## src/rtl/btn_pkg.sv

```systemverilog
// Shared defaults and helpers for the button debouncer slice.
package btn_pkg;

  localparam int unsigned TICK_DIV_100K  = 1000;
  localparam int unsigned DEBOUNCE_DEPTH = 8;

  // Counter width for a range of n values; never narrower than one bit.
  function automatic int unsigned cnt_width(input int unsigned n);
    return (n < 2) ? 1 : $clog2(n);
  endfunction

endpackage

```

## src/rtl/btn_debounce_ch.sv

```systemverilog
// One debounced button channel: 2-FF sync, tick-sampled shift register, hysteretic
// level and edge pulses. Hold auto-repeat is built only with `BTN_REPEAT_EN.
module btn_debounce_ch
  import btn_pkg::*;
#(
  parameter int unsigned DEPTH        = DEBOUNCE_DEPTH,
  parameter int unsigned LONG_TICKS   = 50000,
  parameter int unsigned REPEAT_TICKS = 10000
) (
  input  logic clk,
  input  logic rst,
  input  logic tick,
  input  logic btn,
  output logic level,
  output logic rise,
  output logic fall,
  output logic rpt
);

  if (DEPTH < 2) begin : g_bad_depth
    $error("btn_debounce_ch: DEPTH must be >= 2");
  end
  if (LONG_TICKS == 0 || REPEAT_TICKS == 0) begin : g_bad_repeat
    $error("btn_debounce_ch: LONG_TICKS and REPEAT_TICKS must be >= 1");
  end

  logic             sync1_q, sync1_d;
  logic             sync2_q, sync2_d;
  logic [DEPTH-1:0] sh_q, sh_d;
  logic             level_q, level_d;
  logic             level_dly_q, level_dly_d;

  always_comb begin
    sync1_d     = btn;
    sync2_d     = sync1_q;
    sh_d        = sh_q;
    level_d     = level_q;
    level_dly_d = level_q;
    if (tick) begin
      sh_d = {sync2_q, sh_q[DEPTH-1:1]};
      // Level moves only on a full window of equal samples; otherwise it holds.
      if (&sh_d) begin
        level_d = 1'b1;
      end else if (~|sh_d) begin
        level_d = 1'b0;
      end
    end
  end

  always_ff @(posedge clk or negedge rst) begin
    if (!rst) begin
      sync1_q     <= 1'b0;
      sync2_q     <= 1'b0;
      sh_q        <= '0;
      level_q     <= 1'b0;
      level_dly_q <= 1'b0;
    end else begin
      sync1_q     <= sync1_d;
      sync2_q     <= sync2_d;
      sh_q        <= sh_d;
      level_q     <= level_d;
      level_dly_q <= level_dly_d;
    end
  end

  assign level = level_q;
  assign rise  = level_q & ~level_dly_q;
  assign fall  = ~level_q & level_dly_q;

`ifdef BTN_REPEAT_EN
  localparam int unsigned HW = cnt_width(LONG_TICKS + 1);
  localparam int unsigned PW = cnt_width(REPEAT_TICKS);
  localparam logic [HW-1:0] HOLD_MAX  = HW'(LONG_TICKS);
  localparam logic [PW-1:0] PHASE_MAX = PW'(REPEAT_TICKS - 1);

  logic [HW-1:0] hold_q, hold_d;
  logic [PW-1:0] phase_q, phase_d;
  logic          rep_q, rep_d;

  // Hold counter saturates at LONG_TICKS; the phase counter then paces repeats.
  always_comb begin
    hold_d  = hold_q;
    phase_d = phase_q;
    rep_d   = 1'b0;
    if (!level_q) begin
      hold_d  = '0;
      phase_d = '0;
    end else if (tick) begin
      if (hold_q != HOLD_MAX) begin
        hold_d = hold_q + HW'(1);
        rep_d  = (hold_d == HOLD_MAX);
      end else if (phase_q == PHASE_MAX) begin
        phase_d = '0;
        rep_d   = 1'b1;
      end else begin
        phase_d = phase_q + PW'(1);
      end
    end
  end

  always_ff @(posedge clk or negedge rst) begin
    if (!rst) begin
      hold_q  <= '0;
      phase_q <= '0;
      rep_q   <= 1'b0;
    end else begin
      hold_q  <= hold_d;
      phase_q <= phase_d;
      rep_q   <= rep_d;
    end
  end

  // Gating with both level regs kills a repeat on release and beside a rise pulse.
  assign rpt = rep_q & level_q & level_dly_q;
`else
  assign rpt = 1'b0;
`endif

endmodule

```

## src/rtl/btn_debounce_multi.sv

```systemverilog
// N-channel button debouncer with one shared sample tick (clock enable).
// Optional hold auto-repeat on o_repeat when `BTN_REPEAT_EN is defined.
module btn_debounce_multi
  import btn_pkg::*;
#(
  parameter int unsigned N_CH         = 5,
  parameter int unsigned TICK_DIV     = TICK_DIV_100K,
  parameter int unsigned DEPTH        = DEBOUNCE_DEPTH,
  parameter int unsigned LONG_TICKS   = 50000,
  parameter int unsigned REPEAT_TICKS = 10000
) (
  input  logic            clk,
  input  logic            rst,
  input  logic [N_CH-1:0] i_btn,
  output logic [N_CH-1:0] o_level,
  output logic [N_CH-1:0] o_rise,
  output logic [N_CH-1:0] o_fall,
  output logic [N_CH-1:0] o_repeat
);

  if (TICK_DIV < 2) begin : g_bad_div
    $error("btn_debounce_multi: TICK_DIV must be >= 2");
  end

  localparam int unsigned CW = cnt_width(TICK_DIV);
  localparam logic [CW-1:0] CNT_MAX = CW'(TICK_DIV - 1);

  logic [CW-1:0] cnt_q, cnt_d;
  logic          tick;

  always_comb begin
    tick  = (cnt_q == CNT_MAX);
    cnt_d = tick ? '0 : cnt_q + CW'(1);
  end

  always_ff @(posedge clk or negedge rst) begin
    if (!rst) begin
      cnt_q <= '0;
    end else begin
      cnt_q <= cnt_d;
    end
  end

  for (genvar g = 0; g < N_CH; g++) begin : g_ch
    btn_debounce_ch #(
      .DEPTH       (DEPTH),
      .LONG_TICKS  (LONG_TICKS),
      .REPEAT_TICKS(REPEAT_TICKS)
    ) u_ch (
      .clk  (clk),
      .rst  (rst),
      .tick (tick),
      .btn  (i_btn[g]),
      .level(o_level[g]),
      .rise (o_rise[g]),
      .fall (o_fall[g]),
      .rpt  (o_repeat[g])
    );
  end

endmodule
```

## config.mk

```make
export PLATFORM = sky130hd
export DESIGN_NAME = btn_debounce_multi
export DESIGN_NICKNAME = d
export VERILOG_FILES = /design/src/rtl/btn_pkg.sv /design/src/rtl/btn_debounce_ch.sv /design/src/rtl/btn_debounce_multi.sv
export SDC_FILE = /design/constraint.sdc
export NUM_CORES = 1
export LEC_CHECK = 0
export BUFFER_PORTS_ARGS = -buffer_cell sky130_fd_sc_hd__buf_2
export CAP_MARGIN = 20
export CORE_ASPECT_RATIO = 0.6
export CORE_MARGIN = 1
export CORE_UTILIZATION = 52
export CTS_BUF_LIST = sky130_fd_sc_hd__clkbuf_16
export DETAILED_ROUTE_END_ITERATION = 12
export HOLD_SLACK_MARGIN = 0.05
export PLACE_DENSITY = 0.74
export SLEW_MARGIN = 0
export SYNTH_ARGS = -nofsm -noshare
export SYNTH_HDL_FRONTEND = slang
export SYNTH_SLANG_ARGS = --single-unit
```

## constraint.sdc

```tcl
create_clock -name clk -period 1.65 [get_ports clk]
set_clock_uncertainty 0.1 [all_clocks]
set_input_delay 0.2475 -clock clk [delete_from_list [all_inputs] [get_ports clk]]
set_output_delay 0.2475 -clock clk [all_outputs]
set_load 0.05 [all_outputs]
```

==> flow_metrics.py <==
metrics = {
    "drt": {
        "vias": 1644,
        "dr.pass1.iters": 4,
        "wl_per_cell_um": 15.09,
        "drt-total-wl_um": 4664,
        "drt-vias-per-instance": 5.320,
        "ant_nets": 0,
        "drcViolationCount": 0,
        "drt_iter0_drc": 84,
    },
    "synthesis": {
        "seq_area_frac_synth": 0.5755,
        "synthMuxAreaShare": 0.1815,
        "yosysUniqueCellTypes": 27,
        "synth_top_family_by_area": "multiplexers",
        "synthAdderAreaFrac": 0.004427,
        "synthesis.instances": 207,
        "synth-seq-cells": 65,
        "synth_edf_count": 0,
        "avgSynthCellArea_sq_um": 13.65,
        "synthSimpleGateAreaFrac": 0.1226,
        "synth_compound_area_frac": 0.02922,
        "synthArstFlopShare": 1.000,
        "syn-cell-area_sq_um": 2826,
        "ys_warn_count": 0,
        "synth_xor_area_frac": 0.01859,
        "synth_ff_type": "dfrtp_1",
    },
    "finish": {
        "area_delta_synth_final_pct": 18.02,
        "n_fill_cell": 385,
        "fin_nets": 246,
        "num_antenna_cells": 0,
        "finalNonFillerCells": 309,
        "layout-drive-gt1-share": 0.3786,
        "utilization": 0.6471,
    },
    "run": {
        "max_cap_viol_count": 0,
    },
    "clocking": {
        "clock_latency_ns": 0.33,
        "path_clk_slew_ns": 0.05,
        "cts_tree": "done",
        "cts_buffers": 9,
        "clock_path_buffers": 2,
        "cts_root_buf": "clkbuf_16",
        "cts_sinks": 65,
        "htree_levels": 3,
    },
    "sta": {
        "slew_violations": 0,
        "setup_violations": 27,
        "hold_violations": 0,
        "setup_ws_ns": -0.02513,
        "finalCritPeriodShare": 1.015,
        "rsz0062_at_grt": "yes",
        "fmax_mhz": 597.0,
        "period_minus_slack_ns": 1.675,
        "tns_ns": -0.3077,
    },
    "die": {
        "start_util": 0.5483,
        "io_pins": 27,
        "core-area_sq_um": 5155,
        "die_y_um": 59.11,
        "dieArea_sq_um": 5744,
        "rows": 20,
        "die_x_um": 97.18,
    },
    "placed_design": {
        "hpwl_um": 2935,
        "io_buffers": 21,
        "dp.cells": 286,
        "place.gp.congestion": 0.8063,
        "pre_cts_ws_ns": -0.03280,
    },
    "grt": {
        "grt_overflow": 0,
        "grt_max_degree": 66,
        "gr-usage-all-layers": 0.1876,
        "grt_pass1_vias": 1620,
        "antenna_found_initial": 0,
        "grt_first_pass_wirelength_um": 7886,
    },
    "status": {
        "violations": "setup timing",
        "status": "complete, but fails checks",
    },
    "worst_setup_path": {
        "r2r_start": "cnt_q[1]",
        "crit_type": "flop to flop",
        "crit_slowest_cell": "dfrtp_1",
        "r2r_setup_slack_ns": -0.03,
        "rr_worst_depth": 5,
        "cp_max_fo": 21,
        "cp-start-kind": "flop",
        "slowest_delay_ns": 0.35,
        "end_kind": "flop",
        "crit_required_ns": 1.76,
        "critical_path.endpoint": "g_ch[0].u_ch.sh_q[3]",
        "r2r_end": "g_ch[0].u_ch.sh_q[3]",
        "cp_cell_sequence": "ha_2 > and4bb_2 > nand4_4 > buf_12 > mux2_4",
        "critPathLaunch": "cnt_q[1]",
        "critical_path_arrival_ns": 1.79,
    },
    "pwr": {
        "ir_drop_uv": 798.7,
        "power.density_nw_per_um2": 1020,
        "total_power_w": 0.003401,
        "leakage_nw": 1.722,
    },
    "worst_hold_path": {
        "hold_start": "g_ch[0].u_ch.sync1_q",
        "hold_path.class": "flop to flop",
    },
}
## registers in the layout (all words and copies together) (netlist names)
| signal | count |
|---|---|
| g_ch.u_ch.sh_q | 35 |
| cnt_q | 10 |
| g_ch.u_ch.level | 5 |
| g_ch.u_ch.level_dly_q | 5 |
| g_ch.u_ch.sync1_q | 5 |
| g_ch.u_ch.sync2_q | 5 |
## timing repair
| action | 4_1_cts | 5_1_grt |
|---|---|---|
| endpoints found under the hold margin | 70 | 0 |
| setup endpoints to repair | 27 | 45 |
| setup buffers | 1 | 0 |
| hold buffers | 6 | 0 |
| cloned | 0 | 0 |
| gates resized for setup | 5 | 5 |
## cell usage after synthesis, types with 2 or more instances
library cell	instances	area [sq um]
a21oi_1	2	10.01
buf_4	20	150.1
buf_6	3	33.78
dfrtp_1	65	1627
mux2_2	6	67.56
mux2_4	29	435.4
nand2_1	11	41.29
nand3_1	5	25.02
nand4_1	10	62.56
nor2_1	7	26.28
nor2b_1	10	62.56
nor4_1	10	62.56
o21ai_0	7	35.03
o31ai_1	5	37.54
xnor2_1	3	26.28
xor2_1	3	26.28
## cell type report
cell class	instances	area (sq um)	share of cell area
multi-input cells	122	1051	0.3151
clock buffers	9	225.2	0.06752
clock inverters	7	46.29	0.01388
well taps	66	82.58	0.02476
flip-flops and latches	65	1627	0.4876
repair buffers	40	304.0	0.09115
## per-layer routing
metal / vias to the layer above / global-route usage / wire length (um) / share of wire
met5: - / 0 / 0 / 0
met4: 0 / 0.08316 / 70 / 0.015
met3: 7 / 0.08608 / 238 / 0.051
met2: 45 / 0.2535 / 1922 / 0.41
met1: 809 / 0.2594 / 2432 / 0.52
li1: 783 / - / - / -
## logic make-up (layout without fill, tap and decap cells)
| group | Yosys count | in the layout |
|---|---|---|
| flops | 65 | 65 |
| mux | 36 | 36 |
| other cells | 1 | 5 |
| xor+xnor | 6 | 6 |
| fa+ha+maj | 1 | 1 |
| buf+inv | 24 | 56 |
| compound gates | 14 | 14 |
| simple gates | 60 | 60 |
## worst max-delay path: cells and delay by family (launching register included)
family / cells / cell delay [ns]
adder cells (fa/ha/maj): 1 / 0.18
buffers and inverters: 1 / 0.21
flip-flops: 1 / 0.35
multiplexers: 1 / 0.31
AND/OR/NAND/NOR: 2 / 0.41
## per-stage QoR
step                      instance area (sq um)  hold slack, ns
after floorplan                            2851         -0.1481
after global placement                     2970          0.1884
after detailed placement                   2970          0.1851
after CTS                                  3324          0.2491
after global routing                       3336          0.2521
final                                      3336          0.2455
## placed cells by master (no fill, tap or decap), drive strengths merged
master / netlist / layout
clkinvlp: 0 / 3
o21ai: 7 / 7
a21oi: 2 / 2
nor3: 1 / 1
and4bb: 1 / 1
buf: 24 / 34
and3: 1 / 1
xnor2: 3 / 3
o31ai: 5 / 5
dlygate4sd3: 0 / 6
dfrtp: 65 / 65
or2: 1 / 1
mux2i: 1 / 1
nand3: 5 / 5
and2: 1 / 1
and4: 1 / 1
nor4: 10 / 10
nor2: 7 / 7
nor2b: 10 / 10
conb: 1 / 5
nand2: 11 / 11
nand4: 11 / 11
clkinv: 0 / 3
mux2: 35 / 35
clkbuf: 0 / 9
ha: 1 / 1
xor2: 3 / 3
inv: 0 / 1
## how the worst min path moves through the flow
stage | to | slack (ns) | cells after the start
2_1_floorplan | cnt_q[0] | -0.15 | 0
3_3_place_gp | cnt_q[4] | 0.19 | 2
3_5_place_dp | cnt_q[2] | 0.19 | 2
4_1_cts | g_ch[0].u_ch.sync2_q | 0.25 | 0
5_1_grt | g_ch[2].u_ch.sync2_q | 0.25 | 0
6_report | g_ch[0].u_ch.sync2_q | 0.25 | 0
## report_power, final
| group | total (W) | switching, W | internal [W] |
|---|---|---|---|
| Combinational | 0.0000835 | 0.0000611 | 0.0000224 |
| Clock | 0.00170 | 0.000692 | 0.00101 |
| Sequential | 0.00162 | 0.00000778 | 0.00161 |
| Total | 0.00340 | 0.000761 | 0.00264 |
Power figures use the tool's default switching activity.
